==> src/rtl/afu_irq_pkg.sv <==
// Shared types, default sizing and index-decode helpers for the AFU interrupt arbiter.
package afu_irq_pkg;

  localparam int unsigned NUM_AFUS_DEF  = 1;
  localparam int unsigned NUM_VEC_DEF   = 7;
  localparam int unsigned LNUM_AFUS_DEF = 1;
  localparam int unsigned L_NUM_VEC_DEF = 3;

  localparam int unsigned NUM_SRC = NUM_AFUS_DEF * NUM_VEC_DEF;
  localparam int unsigned SRC_W   = (NUM_SRC > 1) ? $clog2(NUM_SRC) : 1;

  typedef enum logic [0:0] {
    IDLE  = 1'b0,
    ISSUE = 1'b1
  } t_irq_arb_state;

  // Flat source index -> AFU index; only evaluated at elaboration to build lookup tables.
  function automatic int unsigned src2afu(input int unsigned src, input int unsigned nvec);
    return src / nvec;
  endfunction

  function automatic int unsigned src2vec(input int unsigned src, input int unsigned nvec);
    return src % nvec;
  endfunction

endpackage

==> src/rtl/fim_rr_arb.sv <==
// Combinational round-robin pick: first set request at or after ptr, wrapping at N.
module fim_rr_arb #(
  parameter int unsigned N = 7,
  parameter int unsigned W = (N > 1) ? $clog2(N) : 1
) (
  input  logic [N-1:0] req,
  input  logic [W-1:0] ptr,
  output logic [W-1:0] gnt_idx,
  output logic         gnt_vld
);

  always_comb begin
    int unsigned idx;
    gnt_vld = 1'b0;
    gnt_idx = '0;
    idx     = 0;
    for (int unsigned i = 0; i < N; i++) begin
      idx = (32'(ptr) + i) % N;
      if (!gnt_vld && req[W'(idx)]) begin
        gnt_vld = 1'b1;
        gnt_idx = W'(idx);
      end
    end
  end

endmodule

==> src/rtl/afu_irq_arb.sv <==
// Shares the MSI-X issue channel among all AFU interrupt vectors: pending latch,
// mask filtering, round-robin grant, valid/ready issue and per-vector ack pulse.
module afu_irq_arb
  import afu_irq_pkg::*;
#(
  parameter int unsigned NUM_AFUS  = NUM_AFUS_DEF,
  parameter int unsigned NUM_VEC   = NUM_VEC_DEF,
  parameter int unsigned LNUM_AFUS = LNUM_AFUS_DEF,
  parameter int unsigned L_NUM_VEC = L_NUM_VEC_DEF,
  parameter int unsigned CNT_W     = 16
) (
  input  logic                         clk,
  input  logic                         rst,
  input  logic [NUM_AFUS*NUM_VEC-1:0]  afu_irq_req,
  input  logic [NUM_AFUS*NUM_VEC-1:0]  vec_mask,
  output logic                         irq_valid,
  input  logic                         irq_ready,
  output logic [LNUM_AFUS-1:0]         irq_afu,
  output logic [L_NUM_VEC-1:0]         irq_vec,
  output logic [NUM_AFUS*NUM_VEC-1:0]  afu_irq_ack,
  output logic [NUM_AFUS*NUM_VEC-1:0]  pba,
  output logic [CNT_W-1:0]             coalesce_cnt
);

  localparam int unsigned N_SRC = NUM_AFUS * NUM_VEC;
  localparam int unsigned IDX_W = (N_SRC > 1) ? $clog2(N_SRC) : 1;
  localparam int unsigned SUM_W = CNT_W + 1;

  t_irq_arb_state       state_q, state_d;
  logic [N_SRC-1:0]     pend_q, pend_d;
  logic [N_SRC-1:0]     ack_q, ack_d;
  logic                 valid_q, valid_d;
  logic [LNUM_AFUS-1:0] afu_q, afu_d;
  logic [L_NUM_VEC-1:0] vec_q, vec_d;
  logic [IDX_W-1:0]     sel_q, sel_d;
  logic [IDX_W-1:0]     rr_q, rr_d;
  logic [CNT_W-1:0]     cnt_q, cnt_d;

  logic [N_SRC-1:0]     elig;
  logic [N_SRC-1:0]     clr;
  logic [N_SRC-1:0]     coal_hit;
  logic [SUM_W-1:0]     cnt_sum;
  logic [IDX_W-1:0]     gnt_idx;
  logic                 gnt_vld;

  // Constant-divisor decode of flat source index into AFU / vector fields.
  logic [LNUM_AFUS-1:0] afu_lut [N_SRC];
  logic [L_NUM_VEC-1:0] vec_lut [N_SRC];

  for (genvar g = 0; g < N_SRC; g++) begin : g_lut
    assign afu_lut[g] = LNUM_AFUS'(src2afu(g, NUM_VEC));
    assign vec_lut[g] = L_NUM_VEC'(src2vec(g, NUM_VEC));
  end

  assign elig = pend_q & ~vec_mask;

  fim_rr_arb #(
    .N (N_SRC),
    .W (IDX_W)
  ) u_rr_arb (
    .req     (elig),
    .ptr     (rr_q),
    .gnt_idx (gnt_idx),
    .gnt_vld (gnt_vld)
  );

  always_comb begin
    state_d  = state_q;
    valid_d  = valid_q;
    afu_d    = afu_q;
    vec_d    = vec_q;
    sel_d    = sel_q;
    rr_d     = rr_q;
    ack_d    = '0;
    clr      = '0;
    pend_d   = pend_q;
    coal_hit = '0;
    cnt_sum  = '0;
    cnt_d    = cnt_q;

    case (state_q)
      IDLE: begin
        if (gnt_vld) begin
          sel_d   = gnt_idx;
          afu_d   = afu_lut[gnt_idx];
          vec_d   = vec_lut[gnt_idx];
          valid_d = 1'b1;
          state_d = ISSUE;
        end
      end
      ISSUE: begin
        // No retraction: only the handshake ends an issue.
        if (irq_ready) begin
          clr[sel_q]   = 1'b1;
          ack_d[sel_q] = 1'b1;
          rr_d         = (sel_q == IDX_W'(N_SRC - 1)) ? '0 : sel_q + 1'b1;
          valid_d      = 1'b0;
          state_d      = IDLE;
        end
      end
      default: state_d = IDLE;
    endcase

    // A new request on the vector being cleared wins and is not a coalesce.
    pend_d   = (pend_q & ~clr) | afu_irq_req;
    coal_hit = afu_irq_req & pend_q & ~clr;
    cnt_sum  = SUM_W'(cnt_q) + SUM_W'($countones(coal_hit));
    cnt_d    = cnt_sum[CNT_W] ? '1 : cnt_sum[CNT_W-1:0];
  end

  always_ff @(posedge clk) begin
    if (rst) begin
      state_q <= IDLE;
      pend_q  <= '0;
      ack_q   <= '0;
      valid_q <= 1'b0;
      afu_q   <= '0;
      vec_q   <= '0;
      sel_q   <= '0;
      rr_q    <= '0;
      cnt_q   <= '0;
    end else begin
      state_q <= state_d;
      pend_q  <= pend_d;
      ack_q   <= ack_d;
      valid_q <= valid_d;
      afu_q   <= afu_d;
      vec_q   <= vec_d;
      sel_q   <= sel_d;
      rr_q    <= rr_d;
      cnt_q   <= cnt_d;
    end
  end

  assign irq_valid    = valid_q;
  assign irq_afu      = afu_q;
  assign irq_vec      = vec_q;
  assign afu_irq_ack  = ack_q;
  assign pba          = pend_q;
  assign coalesce_cnt = cnt_q;

endmodule

==> config.mk <==
export PLATFORM = sky130hd
export DESIGN_NAME = afu_irq_arb
export DESIGN_NICKNAME = d
export VERILOG_FILES = /design/src/rtl/afu_irq_pkg.sv /design/src/rtl/fim_rr_arb.sv /design/src/rtl/afu_irq_arb.sv
export SDC_FILE = /design/constraint.sdc
export NUM_CORES = 1
export LEC_CHECK = 0
export ABC_AREA = 1
export CORE_UTILIZATION = 45
export CTS_CLUSTER_DIAMETER = 60
export DETAILED_ROUTE_END_ITERATION = 8
export PLACE_DENSITY = 0.78
export SLEW_MARGIN = 20
export SYNTH_ARGS = -nofsm -noshare
export SYNTH_HDL_FRONTEND = slang
export SYNTH_SLANG_ARGS = --single-unit
==> constraint.sdc <==
create_clock -name clk -period 5.5 [get_ports clk]
set_input_delay 0.825 -clock clk [delete_from_list [all_inputs] [get_ports clk]]
set_output_delay 0.825 -clock clk [all_outputs]
set_load 0.005 [all_outputs]
Word level (Yosys, flattened, before mapping)

Memories as Yosys holds them, arrays and structs flattened. A register that Yosys moved wholly into a read port is not among the register bits.
Index checks and enable logic that the tools add are counted.

Bits in registers: 38
Memories kept: 2
ROM bits: 32

Eq/ne operators: 3
Mux-type cells: 40
Div/mod/pow operators: 7
Bitwise operators: 9
Order comparisons: 9
Add/sub/neg operators: 14
Reductions and logical operators: 16

Memories:

| name             | words | width | read ports | clocked after memory_dff | write ports | RTL line          | source |
|---|---|---|---|---|---|---|---|
| (name not given) | 8     | 3     | 1          | 1                        | 0           | afu_irq_arb.sv:86 | `vec_d = vec_lut[gnt_idx];` |
| (name not given) | 8     | 1     | 1          | 1                        | 0           | afu_irq_arb.sv:85 | `afu_d = afu_lut[gnt_idx];` |

Operator list:

| kind                    | number |
|---|---|
| $mod A32 B3 Y32 const B | 6 |
| $lt A3 B4 Y1 const B    | 8 |
| $mod A3 B3 Y32 const B  | 1 |
| $and A7 B7 Y7           | 4 |
| $mux W3                 | 8 |
| $bmux W1 S3             | 7 |
| $mux W1                 | 19 |
| $add A16 B4 Y17         | 1 |
| $mux W16                | 1 |
| $mux W7                 | 2 |
| $not A7 Y7              | 2 |
| $add A3 B3 Y4 const B   | 3 |
| $add A3 B2 Y4 const B   | 2 |
| $logic_and A1 B1 Y1     | 7 |
| $or A7 B7 Y7            | 1 |
| $add A1 B1 Y2           | 3 |
| $logic_not A1 Y1        | 6 |
| $reduce_and A2 Y1       | 3 |
| $add A3 B1 Y4 const B   | 1 |
| $add A3 B3 Y4           | 1 |
| $ne A2 B2 Y1 const B    | 2 |
| $not A3 Y4              | 1 |
| $pmux W1 S2             | 2 |
| $add A2 B1 Y3           | 1 |
| other kinds (6)         | 6 |

Depth between registers and ports, before layout

Gate-level depths: netlist (run 1).

Depth after elaboration: 25
Mapped depth: 28
Mapped depth without buffers: 27

Cells and area by module

Synthesis (run 1) repeated with hierarchy kept, for this count alone.

Cells, all modules: 589
Area, all modules: 3726.1 µm²

By module, submodules not included:

| module      | area each (µm²) | times used | cells an instance |
|---|---|---|---|
| afu_irq_arb | 1991.9          | 1          | 282 |
| fim_rr_arb  | 1734.2          | 1          | 307 |

Worst setup path before layout (run 1)

No wires, ideal clock.

Kind: input port to flip-flop
Start: input irq_ready
End: register cnt_q[14], in the netlist coalesce_cnt[14]
Data required time: 5381 ps
Setup time: 119 ps
Arrival time: 5165 ps
Path buffers: 0
Stages: 24
Setup slack: 217 ps
Cells stage by stage: nand2_1 -> nor2_1 -> inv_1 -> nor2_1 -> inv_1 -> nand2_1 -> nor2_1 -> fa_1 -> inv_1 -> fa_1 -> inv_1 -> fa_1 -> ha_1 -> inv_1 -> fa_1 -> o31ai_1 -> nand2_1 -> nor2_1 -> nand3_1 -> nor3b_2 -> nand2_1 -> o31a_1 -> o31ai_1 -> inv_1

Word-level cells in the longest chain between the ends: 9
Elaborated cells on any way between the ends: 12
Those cells by class: add/sub (7); mux (3); bitwise (2)

RTL lines:

| element                                                                     | RTL line           | source |
|---|---|---|
| start: declaration                                                          | afu_irq_arb.sv:17  | `input logic irq_ready,` |
| $mux W7 *                                                                   | -                  |  |
| $mux W7 *                                                                   | afu_irq_arb.sv:81  | `case (state_q)` |
| $not A7 Y7 *                                                                | afu_irq_arb.sv:106 | `coal_hit = afu_irq_req & pend_q & ~clr;` |
| $and A7 B7 Y7 *                                                             | afu_irq_arb.sv:106 |  |
| $add A1 B1 Y2 (not written as such)                                         | afu_irq_arb.sv:107 | `cnt_sum = SUM_W'(cnt_q) + SUM_W'($countones(coal_hit));` |
| $add A2 B2 Y3 (not written as such) / $add A2 B1 Y3 (equally long branches) | afu_irq_arb.sv:107 |  |
| $add A3 B3 Y4 (not written as such) *                                       | afu_irq_arb.sv:107 |  |
| $add A16 B4 Y17 *                                                           | afu_irq_arb.sv:107 |  |
| $mux W16 *                                                                  | afu_irq_arb.sv:108 | `cnt_d = cnt_sum[CNT_W] ? '1 : cnt_sum[CNT_W-1:0];` |
| end signal: assignment                                                      | afu_irq_arb.sv:131 | `cnt_q <= cnt_d;` |
| end: declaration                                                            | afu_irq_arb.sv:37  | `logic [CNT_W-1:0] cnt_q, cnt_d;` |

Mark *: on every way between the ends. The rest lies on a longest branch, timed or not.
A chain may end at the register's enable or synchronous reset.

Worst setup path in the final report (run 1)

Start: input irq_ready
End: register cnt_q[15], in the netlist coalesce_cnt[15]

Same word-level chain as after synthesis.

==> out/results.tsv, run 1 <==
metric	value	unit
fmax	0.2008	GHz
First DRT Iteration DRCs	215	
status	finished, final reports clean	
RR Startpoint	irq_vec[1]$_SDFFE_PP0P_	
DR vias/cell	5.264	
WS Path Type	in -> reg	
hpwl dp	8346	um
drc violations	0	
most common cell in the netlist	nand2_1	
RSZ-0062 raised after global routing	false	
ys async rst share	0	
die height	94.38	um
diode count	0	
Synth top area share	0.2033	
DRT Wirelength	10600	um
Filler Cell Count	743	
clk_lat worst skew	300	ps
crit-path max FO	3	
Hold Path End	irq_vec[0]$_SDFFE_PP0P_	
Final GP Congestion	0.9349	
Slew HR	0.2834	
CTS root buf	clkbuf_8	
crit start category	input port	
Die Footprint	8907	um^2
max_cap viols	0	
number of distinct library cells after synthesis	49	
wl on met1	4580	um
clock-pin slew on the worst setup and hold paths	90	ps
Die X-Extent	94.38	um
hold_sp	irq_vec[0]$_SDFFE_PP0P_	
register area	780.7	um^2
final setup fails	0	
first-pass GRT wire length	17390	um
fin nets	694	
Post-synth EDFFs	0	
fin crit period	4979	ps
R2R Setup Slk	680	ps
final max-slew violation count	0	
synthesized instance count	580	
initial antenna violation count	0	
clock tree from TritonCTS	done	
largest stage delay on the critical path	540	ps
Synth Warn #	0	
CP bufs+invs	9	
dominant cell type by area after synthesis	dfxtp_1	
total number of vias	3927	
fin crit share	0.9054	
Worst Skew	14.80	ps
Hold Path Depth	2	
WL per Instance	14.20	um
Pwr Density	330.5	nW/um^2
first-pass detailed-route iteration total	5	
multi-input logic area	2629	um^2
row count	33	
GRT overflow	0	
routed wl met3	608	um
Most used DFF post-synth	dfxtp_1	
final hold vios	0	
IO Pins	52	
htree depth	2	
slowest cell on the critical path	fa_1	
post-route antenna net violation count	0	
post-synth net total	634	
critical path arrival	5230	ps
Critical Path Stages	28	
list of most frequent post-synthesis cells	nand2_1, inv_1, nand3_1	
setup slack at placement	-310.3	ps
met2 WL	5198	um
cts hold-fix bufs	0	
clock tree buffer depth	2	
Hold Crit Class	reg -> reg	
Worst setup EP type	flop	
terminus of the critical flop-to-flop path	coalesce_cnt[15]$_SDFF_PP0_	
Initial Utilization	0.4673	
largest net degree at the start of global routing	30	
Synth area leaders	dfxtp_1, ha_1, nand2_1	
number of buffers added on ports	50	
Seq/Total Area, Yosys	0.2033	
Seq cells post-synth	39	
most used cell, CP	inv_1	
total track usage	0.2478	
Avg Inst Size Synth	6.621	um^2
CP delay by family, top	adder cells	
CP required	5760	ps
clk sinks	39	
fraction of layout instances using a drive strength above 1	0.1482	
worst reg-to-reg path cell count	27	
area grow syn2layout	21.31	%
Top Metal Used	met4	
Worst-Margin Slew	1072	ps
post-layout util	0.5669	
vias in the first global route	3846	
cell leakage power	2.284	nW
mapped cell area	3840	um^2
worst setup margin	520.6	ps
core area	8217	um^2
peak supply drop	203.2	uV
Num CTS Buffers	5	
==> cell usage in the layout (no fill, tap or decap), types with 2 or more instances in the layout <==
| cell | Yosys | routed |
|---|---|---|
| nand2_1 | 104 | 103 |
| inv_1 | 93 | 92 |
| nand3_1 | 59 | 58 |
| nor2_1 | 58 | 56 |
| clkdlybuf4s50_1 | 0 | 49 |
| dfxtp_1 | 39 | 39 |
| ha_1 | 33 | 32 |
| o21ai_0 | 28 | 28 |
| a21oi_1 | 24 | 24 |
| nand2_2 | 19 | 20 |
| buf_4 | 4 | 14 |
| xor2_1 | 13 | 13 |
| inv_2 | 10 | 11 |
| o21ai_1 | 11 | 11 |
| nand3_2 | 6 | 7 |
| nand4_1 | 7 | 7 |
| nand2_4 | 6 | 6 |
| nor3_1 | 7 | 5 |
| clkbuf_8 | 0 | 5 |
| o211ai_1 | 4 | 4 |
| nor2_4 | 2 | 3 |
| o21ai_2 | 3 | 3 |
| nor2_2 | 2 | 3 |
| or2_2 | 3 | 3 |
| nand3b_1 | 3 | 3 |
| fa_1 | 4 | 3 |
| nand3_4 | 2 | 2 |
| xor2_2 | 2 | 2 |
| xnor2_1 | 2 | 2 |
| nand4_2 | 2 | 2 |
| o21ai_4 | 2 | 2 |
| o22ai_1 | 2 | 2 |
| a31oi_1 | 2 | 2 |
| nor3_2 | 0 | 2 |
| o31ai_1 | 3 | 2 |
==> flip-flops by register name (all words and copies together) (netlist names) <==
| register | count |
|---|---|
| afu_irq_ack | 7 |
| coalesce_cnt | 16 |
| irq_valid | 1 |
| irq_vec | 3 |
| pba | 7 |
| rr_q | 3 |
| sel_q | 1 |
| state_q | 1 |
==> cell type report <==
type                    instances  share of cell area
clock inverters                 3            0.009401
well taps                     105             0.02820
inverters                     105             0.08515
repair buffers                 64              0.1305
clock buffers                   5             0.01477
flip-flops and latches         39              0.1676
multi-input cells             425              0.5643
==> power by group <==
group | internal, mW | leakage, nW | switching (mW)
logic | 0.359 | 1.91 | 0.584
registers | 0.319 | 0.319 | 0.0358
clock network | 0.135 | 0.0581 | 0.107
total | 0.813 | 2.28 | 0.726
==> metal layers <==
layer	up-vias	GRT usage
met5	-	0
met4	0	0.07949
met3	20	0.03543
met2	134	0.4475
met1	1794	0.3000
li1	1979	-
==> cells by family after synthesis <==
logic type	after synthesis	synth area share
XOR/XNOR	17	0.04269
other	1	0.0009766
adder cells (fa/ha/maj)	37	0.1284
AO/OA/AOI/OAI	84	0.1294
buffers and inverters	116	0.1241
flip-flops	39	0.2033
multiplexers	1	0.005865
AND/OR/NAND/NOR	285	0.3653
==> per-stage QoR <==
step | cell area (um^2) | total power, mW | setup TNS (ps) | hold slack, ps | instances
3_3_place_gp | 4497 | 1.241 | -1477 | 454.8 | 738
3_5_place_dp | 4497 | 1.273 | -2599 | 473.4 | 738
5_1_grt | 4658 | 1.673 | 0 | 506.9 | 746
6_report | 4658 | 1.539 | 0 | 483.5 | 746
4_1_cts | 4614 | 1.521 | 0 | 490.5 | 746
2_1_floorplan | 3840 | 1.041 | 0 | 457.0 | 580
==> tightest hold or removal path: stages (launching register included) <==
cell and delay, ps:
dfxtp_1 320, nand2_1 60, a21oi_1 60
==> how the worst max path moves through the flow <==
stage                                   to  slack, ps      start
2_1_floorplan  coalesce_cnt[14]$_SDFF_PP0_        220  irq_ready
3_3_place_gp   coalesce_cnt[14]$_SDFF_PP0_       -190  irq_ready
3_5_place_dp   coalesce_cnt[11]$_SDFF_PP0_       -310  irq_ready
4_1_cts        coalesce_cnt[14]$_SDFF_PP0_         30  irq_ready
5_1_grt        coalesce_cnt[15]$_SDFF_PP0_        190  irq_ready
6_report       coalesce_cnt[15]$_SDFF_PP0_        520  irq_ready
==> what timing repair did <==
action,in CTS,in global routing
setup buffers,0,0
pin swaps,0,7
resized for setup,1,12
endpoints found under the setup margin,1,16
No activity file was read; power rests on OpenSTA's default activity.
==> inputs of run 2 (changes only) <==
--- a/config.mk
+++ b/config.mk
@@ -8,6 +8,7 @@
 export ABC_AREA = 1
 export CORE_UTILIZATION = 45
 export CTS_CLUSTER_DIAMETER = 60
+export CTS_CLUSTER_SIZE = 30
 export DETAILED_ROUTE_END_ITERATION = 8
 export PLACE_DENSITY = 0.78
 export SLEW_MARGIN = 20
==> results of run 2 <==
No change in the layout: final DEF, timing and power equal those of run 1.
==> inputs of run 3 (changes only) <==
--- a/config.mk
+++ b/config.mk
@@ -10,6 +10,7 @@
 export CTS_CLUSTER_DIAMETER = 60
 export CTS_CLUSTER_SIZE = 30
 export DETAILED_ROUTE_END_ITERATION = 8
+export GPL_ROUTABILITY_DRIVEN = 0
 export PLACE_DENSITY = 0.78
 export SLEW_MARGIN = 20
 export SYNTH_ARGS = -nofsm -noshare
==> run 3 against run 2 <==
Net effect:
- register-to-register slack better by 20 ps
- die area unchanged
- non-clock buffer count unchanged
- combinational power down 1%
- critical path type unchanged
- critical endpoint unchanged
- largest cell class unchanged
- highest routed layer unchanged
==> out/results.tsv, run 3 (same netlist as run 1, synthesis figures left out) <==
metric	value	unit	change
Worst-Margin Slew	684.6	ps	was 1072 ps
clock tree buffer depth	2		unchanged
final setup TNS	0	ps	unchanged
first-pass detailed-route iteration total	5		unchanged
vias in the first global route	3743		was 3,846
CTS root buf	clkbuf_8		unchanged
total track usage	0.2433		was 0.2478
cts hold-fix bufs	0		unchanged
CP delay by family, top	adder cells		unchanged
largest stage delay on the critical path	530	ps	was 540 ps
status	finished, final reports clean		unchanged
P_int	0.8107	mW	was 0.8129 mW
clk sinks	39		unchanged
Worst setup EP type	flop		unchanged
Hold Crit Class	reg -> reg		unchanged
First DRT Iteration DRCs	337		was 215
RSZ-0062 raised after global routing	false		unchanged
CP required	5750	ps	was 5760 ps
Slew HR	0.5430		was 0.2834
fin crit period	5022	ps	was 4979 ps
most used cell, CP	inv_1		unchanged
fraction of layout instances using a drive strength above 1	0.1482		unchanged
commonest non-fill, non-tap cell in the layout	nand2_1		unchanged
Num CTS Buffers	5		unchanged
WL per Instance	13.70	um	was 14.20 um
max reg flops	16		unchanged
fin nets	694		unchanged
critical path arrival	5270	ps	was 5230 ps
clock power share	0.158		was 0.157
Die X-Extent	94.38	um	unchanged
post-route antenna net violation count	0		unchanged
largest net degree at the start of global routing	30		unchanged
number of buffers added on ports	50		unchanged
clock tree from TritonCTS	done		unchanged
hold_sp	irq_vec[0]$_SDFFE_PP0P_		unchanged
area grow syn2layout	21.18	%	was 21.31%
drc violations	0		unchanged
diode count	0		unchanged
Comb power frac	0.610		was 0.613
setup slack at placement	-263.6	ps	was -310.3 ps
first-pass GRT wire length	17130	um	was 17,390 um
final max-slew violation count	0		unchanged
switching power of the nets	0.7171	mW	was 0.7265 mW
peak supply drop	201.7	uV	was 203.2 uV
Crit. Startpoint	irq_ready		unchanged
IO Pins	52		unchanged
RR Startpoint	irq_vec[1]$_SDFFE_PP0P_		unchanged
clk_lat worst skew	290	ps	was 300 ps
WS Path Type	in -> reg		unchanged
DR vias/cell	5.261		was 5.264
most frequent cells in the layout	nand2_1, inv_1, nand3_1		unchanged
initial antenna violation count	0		unchanged
final hold vios	0		unchanged
Worst Skew	8.456	ps	was 14.80 ps
crit-path max FO	3		unchanged
fmax	0.1991	GHz	was 0.2008 GHz
row count	33		unchanged
Sequential Power Share	0.231		was 0.230
slowest cell on the critical path	fa_1		unchanged
Initial Utilization	0.4673		unchanged
Pwr Density	328.3	nW/um^2	was 330.5 nW/um^2
Final Cell Area	4653	um^2	was 4658 um^2
Area after DPL	4497	um^2	unchanged
Switching Fraction	0.4694		was 0.4719
DRT Wirelength	10220	um	was 10,600 um
die height	94.38	um	unchanged
fin crit share	0.9132		was 0.9054
crit start category	input port		unchanged
htree depth	2		unchanged
worst setup margin	477.6	ps	was 520.6 ps
core area	8217	um^2	unchanged
total number of vias	3925		was 3,927
cell leakage power	2.288	nW	was 2.284 nW
clock-pin slew on the worst setup and hold paths	80	ps	was 90 ps
GRT overflow	0		unchanged
Filler Cell Count	737		was 743
hpwl dp	8032	um	was 8346 um
max_cap viols	0		unchanged
final setup fails	0		unchanged
Die Footprint	8907	um^2	unchanged
CP bufs+invs	9		unchanged
## run 3: cell types whose count changed in the layout (fill, tap and decap cells not counted)
cell,change
buf_2,+1
clkdlybuf4s50_1,-1
ha_1,+1
ha_2,-1
inv_1,+1
inv_2,-1
nand2_1,-1
nand2_2,+1
## run 3: final timing paths
path                                 endpoint  slack [ps]  depth (start not counted)
setup / recovery  coalesce_cnt[15]$_SDFF_PP0_         480                         28
hold / removal        irq_vec[0]$_SDFFE_PP0P_         480                          2
setup reg to reg  coalesce_cnt[15]$_SDFF_PP0_         700                         27
hold reg to reg       irq_vec[0]$_SDFFE_PP0P_         480                          2
## run 3: power by group through the flow
stage                     clock (mW)  sequential, mW  combinational [mW]
after floorplan                    0           0.352               0.688
after global placement             0           0.358               0.881
after detailed placement           0           0.356               0.908
after CTS                      0.244           0.352               0.916
after global routing           0.256           0.359                1.05
final                          0.242           0.353               0.932
## run 3: repair_timing
item | 4_1_cts | 5_1_grt
setup endpoints to repair | 0 | 16
buffers inserted | 0 | 0
resized for setup | 0 | 12
## run 3: metrics by stage
stage               total power [mW]  cells    util  hold WS (ps)
floorplan                      1.041    580       -         457.0
global placement               1.238    738  0.5473         455.0
detailed placement             1.265    738  0.5473         465.1
CTS                            1.512    746  0.5610         478.4
global route                   1.669    746  0.5663         503.9
finish                         1.528    746  0.5663         477.4
## run 3: layer usage
| metal | wire, um | vias to the layer above | GRT usage | share of wire |
|---|---|---|---|---|
| met5 | 0 | - | 0 | 0 |
| met4 | 134 | 0 | 0.06667 | 0.013 |
| met3 | 691 | 14 | 0.03221 | 0.068 |
| met2 | 4890 | 140 | 0.4191 | 0.48 |
| met1 | 4505 | 1799 | 0.3169 | 0.44 |
| li1 | - | 1972 | - | - |
## run 3: final cells by class
cell class                 count  area (um^2)  area share
sequential                    39        780.7      0.1678
clock buffer                   5        68.82     0.01479
clock inverter                 3        43.79    0.009411
inverter                     105        396.6     0.08524
tap                          105        131.4     0.02823
timing repair buffer          64        603.1      0.1296
multi-input combinational    425         2629      0.5649
## run 3: worst reg2reg max path, cell delays in order, from the launching register on
cell and delay, ps:
dfxtp_1 420, inv_1 120, nor2_1 140, inv_1 50
nor2_1 100, inv_1 50, nand2_1 80, nor2_1 60
fa_1 480, inv_1 60, fa_1 530, inv_1 50
fa_1 530, ha_1 160, inv_1 60, fa_2 410
o31ai_4 200, nand2_1 100, nor2_2 140, nand3_2 90
nor3b_2 240, buf_4 150, nand3_1 80, nor2_1 150
inv_1 70, o41ai_1 60, o21ai_1 110, inv_1 50
